### src/rtl/alu_shift_sequencer_if.sv
// Request/ALU-feedback bundle for alu_shift_sequencer.
// The slave modport is the sequencer; the master modport is the control unit plus the ALU.
interface alu_shift_sequencer_if #(
  parameter int DATA_W = 32,
  parameter int CNT_W  = 5
);
  logic              Start;
  logic [2:0]        Op;
  logic [DATA_W-1:0] Data;
  logic [CNT_W-1:0]  Amount;
  logic [DATA_W-1:0] ALUOut;
  logic [DATA_W-1:0] ALU_A;
  logic [4:0]        ALU_FunSel;
  logic              ALU_WF;
  logic              Busy;
  logic              Done;
  logic              Err;
  logic [DATA_W-1:0] Result;

  modport master (
    output Start, Op, Data, Amount, ALUOut,
    input  ALU_A, ALU_FunSel, ALU_WF, Busy, Done, Err, Result
  );
  modport slave (
    input  Start, Op, Data, Amount, ALUOut,
    output ALU_A, ALU_FunSel, ALU_WF, Busy, Done, Err, Result
  );
endinterface

### src/rtl/alu_shift_sequencer.sv
// Breaks a "shift by N" request into N single-bit ALU shift steps, feeding ALUOut back each cycle.
// Optional SHIFT_SEQ_EARLY_EXIT_EN: LSL/LSR stop as soon as the working value reaches zero.
module alu_shift_sequencer #(
  parameter int DATA_W = 32,
  parameter int CNT_W  = 5
) (
  input  logic                 Clock,
  input  logic                 Reset,
  alu_shift_sequencer_if.slave bus
);
  typedef enum logic [1:0] {IDLE, SHIFT, DONE} state_t;

  localparam logic [2:0] OP_LSL = 3'd0;
  localparam logic [2:0] OP_LSR = 3'd1;
  localparam logic [2:0] OP_ASR = 3'd2;
  localparam logic [2:0] OP_CSL = 3'd3;
  localparam logic [2:0] OP_CSR = 3'd4;
  localparam logic [4:0] FS_IDLE = 5'b1_0000;

  state_t            state_q, state_d;
  logic [DATA_W-1:0] work_q, work_d;
  logic [DATA_W-1:0] result_q, result_d;
  logic [CNT_W-1:0]  cnt_q, cnt_d;
  logic [2:0]        op_q, op_d;
  logic              err_q, err_d;
  logic [3:0]        code;
  logic              last_step;

  always_comb begin
    code = 4'b1011;
    case (op_q)
      OP_LSL:  code = 4'b1011;
      OP_LSR:  code = 4'b1100;
      OP_ASR:  code = 4'b1101;
      OP_CSL:  code = 4'b1110;
      OP_CSR:  code = 4'b1111;
      default: code = 4'b1011;
    endcase
  end

  always_comb begin
    last_step = (cnt_q == CNT_W'(1));
`ifdef SHIFT_SEQ_EARLY_EXIT_EN
    // Zero stays zero under logical shifts, so the remaining steps cannot change Result.
    if ((op_q == OP_LSL || op_q == OP_LSR) && bus.ALUOut == '0)
      last_step = 1'b1;
`endif
  end

  always_comb begin
    state_d        = state_q;
    work_d         = work_q;
    result_d       = result_q;
    cnt_d          = cnt_q;
    op_d           = op_q;
    err_d          = 1'b0;
    bus.ALU_A      = '0;
    bus.ALU_FunSel = FS_IDLE;
    bus.ALU_WF     = 1'b0;
    case (state_q)
      IDLE: begin
        if (bus.Start) begin
          if (bus.Op <= OP_CSR) begin
            work_d = bus.Data;
            if (bus.Amount != '0) begin
              cnt_d   = bus.Amount;
              op_d    = bus.Op;
              state_d = SHIFT;
            end else begin
              // Result is loaded on entry to DONE so it is valid alongside the Done pulse.
              result_d = bus.Data;
              state_d  = DONE;
            end
          end else begin
            err_d = 1'b1;
          end
        end
      end
      SHIFT: begin
        bus.ALU_A      = work_q;
        bus.ALU_WF     = 1'b1;
        bus.ALU_FunSel = {1'b1, code};
        work_d         = bus.ALUOut;
        cnt_d          = cnt_q - CNT_W'(1);
        if (last_step) begin
          result_d = bus.ALUOut;
          state_d  = DONE;
        end
      end
      DONE:    state_d = IDLE;
      default: state_d = IDLE;
    endcase
  end

  always_ff @(posedge Clock) begin
    if (Reset) begin
      state_q  <= IDLE;
      work_q   <= '0;
      result_q <= '0;
      cnt_q    <= '0;
      op_q     <= '0;
      err_q    <= 1'b0;
    end else begin
      state_q  <= state_d;
      work_q   <= work_d;
      result_q <= result_d;
      cnt_q    <= cnt_d;
      op_q     <= op_d;
      err_q    <= err_d;
    end
  end

  assign bus.Busy   = (state_q == SHIFT);
  assign bus.Done   = (state_q == DONE);
  assign bus.Err    = err_q;
  assign bus.Result = result_q;
endmodule

### src/flat_wrapper.sv
// flat-port wrapper written by rule: the top's interface ports become plain ports
module alu_shift_sequencer_flat 
#(
  parameter int DATA_W = 32,
  parameter int CNT_W  = 5
)
  (Clock, Reset, bus_Start, bus_Op, bus_Data, bus_Amount, bus_ALUOut, bus_ALU_A, bus_ALU_FunSel, bus_ALU_WF, bus_Busy, bus_Done, bus_Err, bus_Result);
  alu_shift_sequencer_if #(.DATA_W(DATA_W), .CNT_W(CNT_W)) bus_i ();
  input  logic Clock;
  input  logic Reset;
  input wire logic [$bits(bus_i.Start)-1:0] bus_Start;
  input wire logic [$bits(bus_i.Op)-1:0] bus_Op;
  input wire logic [$bits(bus_i.Data)-1:0] bus_Data;
  input wire logic [$bits(bus_i.Amount)-1:0] bus_Amount;
  input wire logic [$bits(bus_i.ALUOut)-1:0] bus_ALUOut;
  output wire logic [$bits(bus_i.ALU_A)-1:0] bus_ALU_A;
  output wire logic [$bits(bus_i.ALU_FunSel)-1:0] bus_ALU_FunSel;
  output wire logic [$bits(bus_i.ALU_WF)-1:0] bus_ALU_WF;
  output wire logic [$bits(bus_i.Busy)-1:0] bus_Busy;
  output wire logic [$bits(bus_i.Done)-1:0] bus_Done;
  output wire logic [$bits(bus_i.Err)-1:0] bus_Err;
  output wire logic [$bits(bus_i.Result)-1:0] bus_Result;
  assign bus_i.Start = bus_Start;
  assign bus_i.Op = bus_Op;
  assign bus_i.Data = bus_Data;
  assign bus_i.Amount = bus_Amount;
  assign bus_i.ALUOut = bus_ALUOut;
  assign bus_ALU_A = bus_i.ALU_A;
  assign bus_ALU_FunSel = bus_i.ALU_FunSel;
  assign bus_ALU_WF = bus_i.ALU_WF;
  assign bus_Busy = bus_i.Busy;
  assign bus_Done = bus_i.Done;
  assign bus_Err = bus_i.Err;
  assign bus_Result = bus_i.Result;
  alu_shift_sequencer #(.DATA_W(DATA_W), .CNT_W(CNT_W)) u_core (.Clock(Clock), .Reset(Reset), .bus(bus_i));
endmodule
### config.mk
export PLATFORM = sky130hd
export DESIGN_NAME = alu_shift_sequencer_flat
export DESIGN_NICKNAME = d
export VERILOG_FILES = /design/src/rtl/alu_shift_sequencer_if.sv /design/src/rtl/alu_shift_sequencer.sv /design/src/flat_wrapper.sv
export SDC_FILE = /design/constraint.sdc
export NUM_CORES = 1
export LEC_CHECK = 0
export ABC_AREA = 0
export CORE_MARGIN = 3
export CORE_UTILIZATION = 30
export CTS_CLUSTER_SIZE = 30
export DETAILED_ROUTE_END_ITERATION = 8
export PLACE_DENSITY_LB_ADDON = 0.1
export SLEW_MARGIN = 20
export SYNTH_ARGS = -nofsm -noshare
export SYNTH_HDL_FRONTEND = slang
export SYNTH_SLANG_ARGS = --single-unit
### constraint.sdc
create_clock -name Clock -period 2.4 [get_ports Clock]
set_input_delay 0.72 -clock Clock [delete_from_list [all_inputs] [get_ports Clock]]
set_output_delay 0.72 -clock Clock [all_outputs]
set_load 0.01 [all_outputs]
==> summary.txt <==
Synth
  • Post-synth EDFFs: 0
  • Syn Inst Count: 365
  • Largest family of logic cells by synthesized area: compound AO/OA/AOI/OAI gates
  • Synth Area in Adders: 0.740%
  • Mux contribution to synthesized area: between 8 and 9%
  • Synth Area in Compound Gates: roughly a quarter
  • Synth unique cells: 39
  • Simple-gate share of the synthesized area: 13.0%
  • Synthesis Warnings: 0
  • Async S/R FF share, synth: 0%
  • Top_reg_cell synth: dfxtp_1
  • Cell Area, Synth: 3380 um^2
  • Syn_nets: about 440
  • Syn avg cell area: just over 9 um^2
  • Xor/xnor cell area share of the yosys netlist: less than 1%
  • #FFs+latches synth: between 70 and 80
  • Seq/Total Area, Yosys: approximately 44%

Timing
  • Max Clk Rate: ~430 MHz
  • Clk_skew: approximately 0.0066 ns
  • Tcrit/Tclk final: between 90% and 100%
  • # setup viols final: 0
  • Hold Worst Slack: between 0.4 and 0.5 ns
  • Final Hold Violating Endpoints: 0
  • Max Slew Vio Count: 0
  • Unrepaired setup endpoints after global routing: true
  • Post-layout minimum cycle time: between 2 and 2.5 ns

Power
  • Peak VDD IR: 0.287 mV
  • PwrDens: between 600 and 700 nW/um^2
  • Overall Power: 3.79 mW
  • Pleak: 2.21 nW

Floorplanning
  • Std-Cell Core Area: between 10000 and 15000 um^2
  • Die footprint: 12600 um^2
  • Initial Util: between 30% and 40%
  • IO Pins: about 150
  • Die Y: 112 um
  • Die width: around 110 um
  • Std-Cell Rows: 38

CTS
  • CTS tree: built
  • CTS buffer count: 9
  • Hold Buf Count CTS: 0
  • Later-pin clock latency in the skew report: ~0.33 ns
  • H-Tree Depth: 3
  • CTS Buffer Depth: 2
  • Root Driver: clkbuf_16
  • # clock sinks: 75
  • Clock transition at path regs: approximately 0.05 ns

Worst setup path
  • Crit start category: flip-flop
  • Terminus of the critical flop-to-flop path: u_core.bus.Result[25]
  • R2R setup slack: between 0.6 and 0.7 ns
  • Reg2Reg Depth: 6
  • Element type at the critical path end: primary output
  • Req. time, crit path: 1.68 ns
  • Reg-to-reg startpoint: u_core.state_q[1]
  • Crit Path Max Fanout: 34
  • Crit path DAT: about 1.6 ns
  • Setup crit start: u_core.state_q[1]
  • CP Class: flip-flop to primary output

Cells and area
  • Final nets: 600
  • Layout cells sized above 1: between 10% and 20%
  • Commonest non-fill, non-tap cell in the layout: clkdlybuf4s50_1
  • Fill cells: approximately 1.1k
  • Most frequent cells in the layout: clkdlybuf4s50_1, dfxtp_1, a211oi_1, nor2_1, and2_1
  • Area Growth Syn to Fin: 62.0%
  • # diodes: 0
  • Finished Core Util: between 50% and 60%

GRT
  • Total gr overflow: 0
  • First-pass GRT wire length: 16400 um
  • Largest net degree at the start of global routing: 35
  • Vias in the first global route: about 3.2k
  • Tot GR Track Use: ~16%
  • Initial antenna violation count: 0

Hold path
  • Hold Path Depth: 1
  • Hold path endpoint: u_core.work_q[5]
  • Min-Delay Path Class: flip-flop to flip-flop
  • HP Start: u_core.work_q[5]

Placement
  • IO Port Bufs: 146
  • GP Congestion: between 0.7 and 0.8
  • DPL Wire Length: ~7600 um

Route
  • Final wirelength: slightly above 10000 um
  • Pre-antenna DRT Iters: 4
  • Vias after detailed routing: approximately 3.3k
  • Post-route ant nets: 0
  • Iteration-0 DRC count of the detailed router: 87
  • Avg WL per Cell: around 15 um
  • DRC violations left: 0
  • Number of vias per cell: just under 5

Outcome
  • Status: completed

Run
  • Max Cap Viol: 0
registers in the layout, summed over array words and instances, names as in the netlist:
register / count
u_core.bus.Result: 32
u_core.work_q: 32
u_core.cnt_q: 5
u_core.op_q: 3
u_core.state_q: 2
u_core.bus.Err: 1
logic make-up (layout without fill, tap and decap cells):
logic type | after synthesis | after routing
XOR/XNOR | 3 | 3
adder cells (fa/ha/maj) | 2 | 2
flip-flops | 75 | 75
AND/OR/NAND/NOR | 86 | 86
other | 1 | 1
buffers and inverters | 46 | 208
multiplexers | 28 | 28
AO/OA/AOI/OAI | 124 | 124
how the worst max path moves through the flow:
stage,endpoint,depth (start not counted)
after floorplan,u_core.bus.Result[10],6
after global placement,u_core.bus.Result[13],6
after detailed placement,u_core.bus.Result[31],6
after CTS,bus_ALU_A[7],5
after global routing,bus_ALU_A[31],6
final,bus_ALU_A[31],6
cell usage after synthesis, types with 6 or more instances:
library cell | count | area [um^2]
nor2_1 | 34 | 128
mux2i_1 | 28 | 280
clkbuf_1 | 19 | 71.3
a31oi_1 | 29 | 181
and2_1 | 33 | 206
buf_2 | 15 | 75.1
a21oi_1 | 12 | 60.1
a211oi_1 | 56 | 420
dfxtp_1 | 75 | 1500
o21ai_0 | 6 | 30.0
area by class of cell:
class | instances | area (um^2) | area share [%]
clock inverters | 6 | 90.1 | 1.65
flip-flops and latches | 75 | 1500 | 27.4
clock buffers | 9 | 225 | 4.11
well taps | 140 | 175 | 3.20
inverters | 7 | 26.3 | 0.480
repair buffers | 186 | 1770 | 32.3
multi-input cells | 244 | 1690 | 30.9
repair_timing:
item	CTS	global route
setup endpoints to repair	35	5
resized for setup	36	37
buffers inserted	0	1
per-layer routing:
metal	part of all wire, %	GRT usage [%]
met1	45	20.0
met3	7.0	4.69
met4	1.1	5.13
met2	47	26.1
met5	0	0
where the power goes:
| part | internal, mW | total [mW] | switching [mW] | leakage (nW) |
|---|---|---|---|---|
| Sequential | 1.37 | 1.44 | 0.0671 | 0.617 |
| Combinational | 0.490 | 0.925 | 0.435 | 1.44 |
| Clock | 0.907 | 1.42 | 0.517 | 0.152 |
per-stage QoR:
stage / setup slack (ns) / std cells / TNS, ns / instance area (um^2)
after floorplan: 0.342 / 365 / 0 / 3380
after global placement: -0.134 / 651 / -4.84 / 5220
after detailed placement: -0.149 / 651 / -6.24 / 5220
after CTS: -0.123 / 666 / -0.245 / 5500
after global routing: -0.0441 / 667 / -0.0441 / 5480
final: 0.0625 / 667 / 0 / 5480
critical path, stage by stage, from the launching register on:
cell and delay, ns:
dfxtp_1 0.31, nand2b_1 0.16, inv_2 0.10, buf_4 0.12, buf_12 0.18, and2_1 0.18
clkdlybuf4s15_1 0.24
Power figures use the tool's default switching activity.
